--- src/rtl/seg_scan_driver_if.sv ---
// Glyph-load bus between the game/timer logic and the seven-segment scan driver.
// Latency: none (wires only); load_pending is produced by the driver.
// Backpressure: none; a load raised while one is pending replaces the staged content.
// Signals: load (request), glyphs (NUM_DIGITS*GLYPH_W, slot i -> anode bit i),
//          dp_mask, blink_mask (one bit per digit), load_pending (driver -> source).
interface seg_scan_driver_if #(
   parameter int NUM_DIGITS = 8,
   parameter int GLYPH_W    = 5
);
   logic                          load;
   logic [NUM_DIGITS*GLYPH_W-1:0] glyphs;
   logic [NUM_DIGITS-1:0]         dp_mask;
   logic [NUM_DIGITS-1:0]         blink_mask;
   logic                          load_pending;

   modport master (
      output load, glyphs, dp_mask, blink_mask,
      input  load_pending
   );

   modport slave (
      input  load, glyphs, dp_mask, blink_mask,
      output load_pending
   );
endinterface

--- src/rtl/seg_scan_driver.sv ---
// Multiplexed seven-segment driver: frame-synchronous double-buffered glyphs, blink, dp, PWM, guard.
// Latency: pins are registered, one cycle behind the scan counters; new content appears next frame.
// Backpressure: none; load is always accepted, staged until the frame wrap, last request wins.
// Ports: clock_100Mhz, reset (async, active low), enable, brightness[3:0], load_bus (slave side of
//        seg_scan_driver_if), Anode_Activate (active-low digits), LED_out {a..g} active low,
//        dp_out active low, frame_done (one-cycle pulse on the last digit's final dwell cycle).
module seg_scan_driver #(
   parameter int NUM_DIGITS   = 8,
   parameter int GLYPH_W      = 5,
   parameter int REFRESH_LOG2 = 17,
   parameter int GUARD        = 64,
   parameter int BLINK_DIV    = 25000000
) (
   input  logic                  clock_100Mhz,
   input  logic                  reset,
   input  logic                  enable,
   input  logic [3:0]            brightness,
   seg_scan_driver_if.slave      load_bus,
   output logic [NUM_DIGITS-1:0] Anode_Activate,
   output logic [6:0]            LED_out,
   output logic                  dp_out,
   output logic                  frame_done
);

   localparam int IDX_W = $clog2(NUM_DIGITS);
   localparam int BLK_W = (BLINK_DIV > 1) ? $clog2(BLINK_DIV) : 1;

   localparam logic [IDX_W-1:0]        IDX_LAST    = IDX_W'(NUM_DIGITS - 1);
   localparam logic [REFRESH_LOG2-1:0] GUARD_CNT   = REFRESH_LOG2'(GUARD);
   localparam logic [REFRESH_LOG2-1:0] DWELL_LAST  = '1;
   localparam logic [BLK_W-1:0]        BLINK_LAST  = BLK_W'(BLINK_DIV - 1);
   localparam logic [GLYPH_W-1:0]      GLYPH_BLANK = GLYPH_W'(20);

   typedef enum logic {
      IDLE    = 1'b0,
      PENDING = 1'b1
   } ld_state_t;

   // Code -> active-low segments {a,b,c,d,e,f,g}; anything undefined is blank.
   function automatic logic [6:0] decode(input logic [GLYPH_W-1:0] code);
      logic [31:0] c;
      c = 32'(code);
      case (c)
         32'd0:   decode = 7'b0000001;
         32'd1:   decode = 7'b1001111;
         32'd2:   decode = 7'b0010010;
         32'd3:   decode = 7'b0000110;
         32'd4:   decode = 7'b1001100;
         32'd5:   decode = 7'b0100100;
         32'd6:   decode = 7'b0100000;
         32'd7:   decode = 7'b0001111;
         32'd8:   decode = 7'b0000000;
         32'd9:   decode = 7'b0000100;
         32'd10:  decode = 7'b0011001;
         32'd11:  decode = 7'b0110000;
         32'd12:  decode = 7'b0001000;
         32'd13:  decode = 7'b1000010;
         32'd14:  decode = 7'b1000100;
         32'd15:  decode = 7'b1000001;
         32'd16:  decode = 7'b1110001;
         32'd17:  decode = 7'b1010101;
         32'd18:  decode = 7'b0001001;
         32'd19:  decode = 7'b1110000;
         32'd21:  decode = 7'b0011010;
         32'd22:  decode = 7'b0110001;
         default: decode = 7'b1111111;
      endcase
   endfunction

   // ---------------------------------------------------------------- scan counters
   logic [REFRESH_LOG2-1:0] dwell_cnt;
   logic [IDX_W-1:0]        digit_idx;
   logic                    dwell_wrap;
   logic                    frame_wrap;

   assign dwell_wrap = (dwell_cnt == DWELL_LAST);
   assign frame_wrap = dwell_wrap && (digit_idx == '0);
   assign frame_done = frame_wrap;

   always_ff @(posedge clock_100Mhz or negedge reset) begin
      if (!reset) begin
         dwell_cnt <= '0;
         digit_idx <= IDX_LAST;
      end else begin
         dwell_cnt <= dwell_cnt + 1'b1;
         if (dwell_wrap) begin
            digit_idx <= (digit_idx == '0) ? IDX_LAST : digit_idx - 1'b1;
         end
      end
   end

   // ---------------------------------------------------------------- blink timebase
   logic [BLK_W-1:0] blink_cnt;
   logic             blink_phase;

   always_ff @(posedge clock_100Mhz or negedge reset) begin
      if (!reset) begin
         blink_cnt   <= '0;
         blink_phase <= 1'b0;
      end else if (blink_cnt == BLINK_LAST) begin
         blink_cnt   <= '0;
         blink_phase <= ~blink_phase;
      end else begin
         blink_cnt   <= blink_cnt + 1'b1;
      end
   end

   // ---------------------------------------------------------------- load FSM
   ld_state_t ld_state;
   ld_state_t ld_state_nxt;
   logic      stage_we;
   logic      shadow_from_in;
   logic      shadow_from_stage;
   logic      pending;

   always_ff @(posedge clock_100Mhz or negedge reset) begin
      if (!reset) ld_state <= IDLE;
      else        ld_state <= ld_state_nxt;
   end

   always_comb begin
      ld_state_nxt = ld_state;
      case (ld_state)
         IDLE:    if (load_bus.load && !frame_wrap) ld_state_nxt = PENDING;
         PENDING: if (frame_wrap)                   ld_state_nxt = IDLE;
         default:                                   ld_state_nxt = IDLE;
      endcase
   end

   // A load coinciding with the wrap bypasses staging, and also supersedes
   // anything already staged, so the newest request is what the next frame shows.
   always_comb begin
      stage_we          = 1'b0;
      shadow_from_in    = 1'b0;
      shadow_from_stage = 1'b0;
      pending           = (ld_state == PENDING);
      if (frame_wrap && load_bus.load)        shadow_from_in    = 1'b1;
      else if (frame_wrap && ld_state == PENDING) shadow_from_stage = 1'b1;
      else if (load_bus.load)                 stage_we          = 1'b1;
   end

   assign load_bus.load_pending = pending;

   // ---------------------------------------------------------------- staging / shadow
   logic [GLYPH_W-1:0]    in_glyph  [NUM_DIGITS];
   logic [GLYPH_W-1:0]    stg_glyph [NUM_DIGITS];
   logic [GLYPH_W-1:0]    sh_glyph  [NUM_DIGITS];
   logic [NUM_DIGITS-1:0] stg_dp;
   logic [NUM_DIGITS-1:0] stg_blink;
   logic [NUM_DIGITS-1:0] sh_dp;
   logic [NUM_DIGITS-1:0] sh_blink;

   for (genvar g = 0; g < NUM_DIGITS; g++) begin : g_unpack
      assign in_glyph[g] = load_bus.glyphs[g*GLYPH_W +: GLYPH_W];
   end

   always_ff @(posedge clock_100Mhz or negedge reset) begin
      if (!reset) begin
         for (int i = 0; i < NUM_DIGITS; i++) begin
            stg_glyph[i] <= GLYPH_BLANK;
            sh_glyph[i]  <= GLYPH_BLANK;
         end
         stg_dp    <= '0;
         stg_blink <= '0;
         sh_dp     <= '0;
         sh_blink  <= '0;
      end else begin
         if (stage_we) begin
            stg_glyph <= in_glyph;
            stg_dp    <= load_bus.dp_mask;
            stg_blink <= load_bus.blink_mask;
         end
         if (shadow_from_in) begin
            sh_glyph <= in_glyph;
            sh_dp    <= load_bus.dp_mask;
            sh_blink <= load_bus.blink_mask;
         end else if (shadow_from_stage) begin
            sh_glyph <= stg_glyph;
            sh_dp    <= stg_dp;
            sh_blink <= stg_blink;
         end
      end
   end

   // ---------------------------------------------------------------- pin drive
   // Lit only past the guard window, while the top nibble of the dwell is within
   // the duty level, and outside the dark half of a blinking digit.
   logic                  digit_on;
   logic [NUM_DIGITS-1:0] anode_sel;

   always_comb begin
      digit_on = enable
               && (dwell_cnt >= GUARD_CNT)
               && (dwell_cnt[REFRESH_LOG2-1 -: 4] <= brightness)
               && !(blink_phase && sh_blink[digit_idx]);
      anode_sel = '0;
      anode_sel[digit_idx] = 1'b1;
   end

   always_ff @(posedge clock_100Mhz or negedge reset) begin
      if (!reset) begin
         Anode_Activate <= '1;
         LED_out        <= 7'b1111111;
         dp_out         <= 1'b1;
      end else if (digit_on) begin
         Anode_Activate <= ~anode_sel;
         LED_out        <= decode(sh_glyph[digit_idx]);
         dp_out         <= ~sh_dp[digit_idx];
      end else begin
         Anode_Activate <= '1;
         LED_out        <= 7'b1111111;
         dp_out         <= 1'b1;
      end
   end

endmodule

--- src/flat_wrapper.sv ---
// flat-port wrapper written by rule: the top's interface ports become plain ports
module seg_scan_driver_flat 
#(
   parameter int NUM_DIGITS   = 8,
   parameter int GLYPH_W      = 5,
   parameter int REFRESH_LOG2 = 17,
   parameter int GUARD        = 64,
   parameter int BLINK_DIV    = 25000000
)
  (clock_100Mhz, reset, enable, brightness, Anode_Activate, LED_out, dp_out, frame_done, load_bus_load, load_bus_glyphs, load_bus_dp_mask, load_bus_blink_mask, load_bus_load_pending);
  seg_scan_driver_if #(.NUM_DIGITS(NUM_DIGITS), .GLYPH_W(GLYPH_W)) load_bus_i ();
  input  logic clock_100Mhz;
  input  logic reset;
  input  logic enable;
  input  logic [3:0] brightness;
  output logic [NUM_DIGITS-1:0] Anode_Activate;
  output logic [6:0] LED_out;
  output logic dp_out;
  output logic frame_done;
  input wire logic [$bits(load_bus_i.load)-1:0] load_bus_load;
  input wire logic [$bits(load_bus_i.glyphs)-1:0] load_bus_glyphs;
  input wire logic [$bits(load_bus_i.dp_mask)-1:0] load_bus_dp_mask;
  input wire logic [$bits(load_bus_i.blink_mask)-1:0] load_bus_blink_mask;
  output wire logic [$bits(load_bus_i.load_pending)-1:0] load_bus_load_pending;
  assign load_bus_i.load = load_bus_load;
  assign load_bus_i.glyphs = load_bus_glyphs;
  assign load_bus_i.dp_mask = load_bus_dp_mask;
  assign load_bus_i.blink_mask = load_bus_blink_mask;
  assign load_bus_load_pending = load_bus_i.load_pending;
  seg_scan_driver #(.NUM_DIGITS(NUM_DIGITS), .GLYPH_W(GLYPH_W), .REFRESH_LOG2(REFRESH_LOG2), .GUARD(GUARD), .BLINK_DIV(BLINK_DIV)) u_core (.clock_100Mhz(clock_100Mhz), .reset(reset), .enable(enable), .brightness(brightness), .load_bus(load_bus_i), .Anode_Activate(Anode_Activate), .LED_out(LED_out), .dp_out(dp_out), .frame_done(frame_done));
endmodule
--- config.mk ---
export PLATFORM = sky130hd
export DESIGN_NAME = seg_scan_driver_flat
export DESIGN_NICKNAME = d
export VERILOG_FILES = /design/src/rtl/seg_scan_driver_if.sv /design/src/rtl/seg_scan_driver.sv /design/src/flat_wrapper.sv
export SDC_FILE = /design/constraint.sdc
export NUM_CORES = 1
export LEC_CHECK = 0
export ABC_CLOCK_PERIOD_IN_PS = 3300
export CORE_MARGIN = 2
export CORE_UTILIZATION = 29
export CTS_CLUSTER_SIZE = 12
export DETAILED_ROUTE_END_ITERATION = 12
export PLACE_DENSITY = 0.44
export SLEW_MARGIN = 30
export SYNTH_ARGS = -nofsm -noshare
export SYNTH_HDL_FRONTEND = slang
export SYNTH_SLANG_ARGS = --single-unit
export TNS_END_PERCENT = 10
--- constraint.sdc ---
create_clock -name clock_100Mhz -period 3.3 [get_ports clock_100Mhz]
set_input_delay 0.66 -clock clock_100Mhz [delete_from_list [all_inputs] [get_ports clock_100Mhz]]
set_output_delay 0.66 -clock clock_100Mhz [all_outputs]
set_load 0.005 [all_outputs]
# Yosys cells after proc, flatten, opt, wreduce, memory -nomap -nowiden
# Memories as Yosys holds them, arrays and structs flattened.
# Index checks and enable logic that the tools add are counted.
op_classes:
  multipliers: 0
  n_reduce_logical: 13
  div: 0
  shifts: 0
  n_eq_ne: 2
  n_mux: 29
  bitwise_logic: 5
  n_addsub: 3
  order_cmp: 5
op_table:
  columns: ["op", "n"]
  rows:
  - ["$mux W40", 2]
  - ["$mux W8", 5]
  - ["$add A25 B1 Y25 const B", 1]
  - ["$eq A25 B25 Y1 const B", 1]
  - ["$mux W25", 1]
  - ["$add A17 B1 Y17 const B", 1]
  - ["$eq A17 B17 Y1 const B", 1]
  - ["$ge A17 B7 Y1 const B", 1]
  - ["$bmux W5 S3", 1]
  - ["$mux W1", 12]
  - ["$mux W5", 2]
  - ["$logic_and A1 B1 Y1", 9]
  - ["$not A8 Y8", 1]
  - ["$mux W7", 1]
  - ["$bmux W1 S3", 2]
  - ["$ge A4 B4 Y1 const B", 1]
  - ["$le A4 B4 Y1", 1]
  - ["$lt A3 B4 Y1 const B", 1]
  - ["$not A3 Y4", 1]
  - ["$demux W1 S3", 1]
  - ["$ge A3 B1 Y1 const B", 1]
  - ["$logic_not A3 Y1", 1]
  - ["$mux W3", 1]
  - ["$not A1 Y1", 3]
  - ["4 further kinds", 5]
totals:
  input_bits: 64
  mem_bits_rw: 0
  latchBits: 0
  mem_bits_ro: 224
  wordCells: 86
  mem_count: 1
  ff_bits: 175
  out_inout_bits: 18
memory_table:
  columns: ["name", "words", "width", "rd", "rd_clocked_by_memory_dff", "wr", "line", "rtl"]
  rows:
  - ["(name not given)", 32, 7, 1, 0, 0, "seg_scan_driver.sv:43", "case (c)"]

# Longest topological paths before layout
# Gate-level depths: netlist of the first run.
depth:
  word_depth: 7
  ltp_mapped: 14
  mapped_depth_nobuf: 11

# Least setup slack after synthesis of the first run
# Ideal clock, no wire load.
synth_path:
  path_type: "flip-flop to output port"
  start: "reg u_core.dwell_cnt[0]"
  end: "out frame_done"
  path_buffers: 2
  arrival_ns: 2.300
  path_slack_ns: 0.340
  stages_incl_launch_ff: 11
  t_required_ns: 2.640
  cell_sequence: "dfrtp_1 ha_1 nand3_1 or3_1 nor2_1 ha_1 nand2_1 or2_2 clkbuf_1 inv_1 clkbuf_1"
synth_via:
  elab_chain_cells: 2
synth_rtl:
  columns: ["item", "line", "rtl"]
  rows:
  - ["start, declared", "seg_scan_driver.sv:71", "logic [REFRESH_LOG2-1:0] dwell_cnt;"]
  - ["start signal, assigned", "seg_scan_driver.sv:85", "dwell_cnt <= dwell_cnt + 1'b1;"]
  - ["$eq A17 B17 Y1", "seg_scan_driver.sv:76", "assign dwell_wrap = (dwell_cnt == DWELL_LAST);"]
  - ["$logic_and A1 B1 Y1", "seg_scan_driver.sv:77", "assign frame_wrap = dwell_wrap && (digit_idx == '0);"]
  - ["end, declared", "flat_wrapper.sv:19", "output logic frame_done;"]
# Every way passes these cells.

# Final worst setup path of the first run
layout_path:
  start: "reg u_core.dwell_cnt[7]"
  end: "out frame_done"
# Same word-level chain as after synthesis.

==> summary.md, run 1 <==
| Metric | Value |
|---|---|
| Outcome | complete, no violations |
| Post-synth EDFFs | 0 |
| Yosys warning count | 0 |
| Post-Synthesis Cells | 768 |
| Root Buffer | clkbuf_16 |
| Final antenna-violating net count | 0 |
| CTS Buffer Depth | 2 |
| Fmax | 0.3307 GHz |
| Residual DRC | 0 |
| Worst Clk Skew | 0.01792 ns |
| Mapped Area | 8409 um^2 |
| Clock transition at path regs | 0.08 ns |
| Top post-synthesis cells by area | dfrtp_1, dfstp_2, mux2_2, nand2_1, a31oi_1 |
| Seq/Total Area, Yosys | 52.83% |
| Starting Density | 29.38% |
| Net Count, Synth | 850 |
| Layout net count | 933 |
| I/O pin total | 82 |
| Clock latency on the worst-skew pair | 0.44 ns |
| Antenna violations before repair | 0 |
| Fin crit share | 91.62% |
| CTS tree | built |
| Slew HR | 55.92% |
| Post-DP HPWL | 13,900 um |
| Site row count | 62 |
| Pre-antenna DRT Iters | 4 |
| Syn_area_per_cell | 10.95 um^2 |
| Seq cells post-synth | 175 |
| Tmin final | 3.024 ns |
| CP Max Fanout | 3 |
| Die Ht | 174.3 um |
| Final setup viols | 0 |
| # fillers | 2,873 |
| Peak VDD IR | 0.3312 mV |
| Pwr Total | 4736 uW |
| Cell variety after synth | 47 |
| Total global routing overflow | 0 |
| First DRT Iteration DRCs | 311 |
| Routed WL per cell | 16.69 um |
| Drt via density | 4.802 |
| Clock sinks | 175 |
| Global-route wire length before repair | 33,920 um |
| Synth top area share | 36.90% |
| Max cap viols | 0 |
| Ratio of total power to cell area | 457.4 nW/um^2 |
| Tot GR Track Use | 14.20% |
| Arrival @ worst endpoint | 2.36 ns |
| Crit Path Category | reg -> out |
| Worst Hold Slack | 0.2215 ns |
| CP required | 2.64 ns |
| Cts bufs inserted | 17 |
| N_diodes | 0 |
| Pin count of the biggest net entering global routing | 67 |
| Worst min-delay path category | in -> async |
| Die Span X | 174.3 um |
| LEAKAGE | 0.004310 uW |
| Die Area | 30,380 um^2 |
| Core Util, Final | 36.17% |
| Setup TNS | 0 ns |
| Actual slew at the worst max-slew pin | 0.6561 ns |
| Routability cong. | 0.7268 |
| CP Capture Type | output port |
| Final hold viol count | 0 |
| FFs w/ async S/R, synth | 100.0% |
| Final Max Slew Viols | 0 |
| RSZ-0062 raised after global routing | false |
| Number of global-route vias before repair | 6,121 |
| Via count | 5,993 |
| Startpoint types | flip-flop |
| Top_reg_cell synth | dfrtp_1 |
| Final WS setup | 0.2765 ns |
| Final wirelength | 20,830 um |
| Area growth from synthesis to layout | 23.12% |
| Share of cells above drive strength 1 | 22.57% |
| Area leader, netlist | dfrtp_1 |
| Setup WS pre-CTS | 0.2016 ns |
| Port Buffer Count | 81 |
| H-tree depth | 4 |
| Core Area | 28,630 um^2 |
| FF-to-FF setup slack | 0.59 ns |
| Post-CTS Hold Buffers | 0 |
[Yosys cell counts, drive strengths merged (3+ instances only)]
cell type / number
mux2i: 9
and2: 47
ha: 18
or3: 4
a21oi: 15
inv: 15
and3: 4
nor4: 3
dfrtp: 124
o22ai: 18
and4: 4
o211ai: 3
a31oi: 51
nand4: 10
xor2: 21
buf: 18
nand3: 17
dfstp: 51
nor2: 36
nor3: 4
mux4: 12
mux2: 58
o21ai: 61
nor2b: 7
xnor2: 18
nand2: 98
clkbuf: 27
[cell families after synthesis]
group | after synthesis | share of synthesized area, %
xor gates and xnor gates | 39 | 4.062
buffers and inverters | 60 | 3.154
adders and majority gates | 18 | 2.678
and+or+nand+nor | 241 | 13.96
DFF | 175 | 52.83
muxes | 79 | 12.62
AOI/OAI and AO/OA | 156 | 10.70
[sequential cells by signal, indices dropped and copies added, names as in the netlist]
register,flops
u_core.stg_dp,8
u_core.stg_glyph,40
u_core.dwell_cnt,17
u_core.dp_out,1
u_core.blink_phase,1
u_core.Anode_Activate,8
u_core.load_bus.load_pending,1
u_core.sh_glyph,40
u_core.LED_out,7
u_core.digit_idx,3
u_core.sh_blink,8
u_core.blink_cnt,25
u_core.stg_blink,8
u_core.sh_dp,8
[per-stage QoR]
step	cells	area, um^2
2_1_floorplan	768	8409
3_3_place_gp	1209	9698
3_5_place_dp	1209	9698
4_1_cts	1248	10350
5_1_grt	1248	10350
6_report	1248	10350
[layout make-up]
cell class	instances	area [um^2]	share of cell area [%]
Sequential cell	175	4444	42.92
Multi-Input combinational cell	533	3740	36.12
Timing Repair Buffer	109	1054	10.18
Tap cell	384	480.5	4.640
Clock buffer	17	425.4	4.109
Clock inverter	15	153.9	1.486
Inverter	15	56.30	0.5438
[power by group]
part           internal (uW)  leakage (uW)  switching [uW]
Clock                   1060      0.000272             942
Sequential              2270       0.00211            49.2
Combinational            215       0.00193             199
Total                   3550       0.00431            1190
[routing by layer]
| metal | GRT usage (%) | wire [um] | vias up |
|---|---|---|---|
| met5 | 0 | 0 | - |
| met4 | 3.641 | 171 | 0 |
| met3 | 2.865 | 903 | 9 |
| met2 | 22.01 | 9478 | 103 |
| met1 | 20.24 | 10280 | 2996 |
| li1 | - | - | 2885 |
[timing repair]
item | CTS | global route
setup endpoints to repair | 1 | 0
setup buffers | 7 | 0
gates resized for setup | 9 | 0
[critical path: stages, from the launching register on]
cell and delay (ns):
dfrtp_1 0.36, and3_4 0.20, nand3_1 0.09, or3_4 0.41, nor2_2 0.11, ha_2 0.18, nand2_1 0.05, or2_4 0.24
inv_2 0.07, dlygate4sd2_1 0.22
[worst paths after layout]
| kind | startpoint | end | cells past startpoint |
|---|---|---|---|
| setup / recovery | u_core.dwell_cnt[7] | frame_done | 9 |
| max in group asynchronous | reset | u_core.Anode_Activate[0] | 2 |
| setup reg to reg | u_core.digit_idx[0] | u_core.LED_out[5] | 8 |
| hold / removal | reset | u_core.stg_blink[5] | 1 |
| hold reg to reg | u_core.blink_cnt[4] | u_core.blink_cnt[4] | 1 |
| min in group clock_100Mhz | u_core.blink_cnt[4] | u_core.blink_cnt[4] | 1 |
[cells in the final DEF, fill, tap and decap left out, types with 12 or more instances in the layout]
| cell type | instances |
|---|---|
| nand3_1 | 16 |
| clkdlybuf4s50_1 | 78 |
| xnor2_1 | 18 |
| inv_1 | 12 |
| ha_1 | 16 |
| clkbuf_16 | 17 |
| dfrtp_1 | 123 |
| dfstp_2 | 51 |
| mux2_2 | 56 |
| nand2_1 | 97 |
| o22ai_1 | 18 |
| nor2_1 | 35 |
| xor2_1 | 21 |
| and2_1 | 47 |
| a21oi_1 | 15 |
| o21ai_0 | 55 |
| buf_4 | 25 |
| a31oi_1 | 51 |
Power figures use the tool's default switching activity.
==> inputs of run 2 (changes only) <==
--- a/config.mk
+++ b/config.mk
@@ -6,6 +6,7 @@
 export NUM_CORES = 1
 export LEC_CHECK = 0
 export ABC_CLOCK_PERIOD_IN_PS = 3300
+export CAP_MARGIN = 40
 export CORE_MARGIN = 2
 export CORE_UTILIZATION = 29
 export CTS_CLUSTER_SIZE = 12
==> results of run 2 <==
Final layout, timing and power as in run 1 (identical DEF).
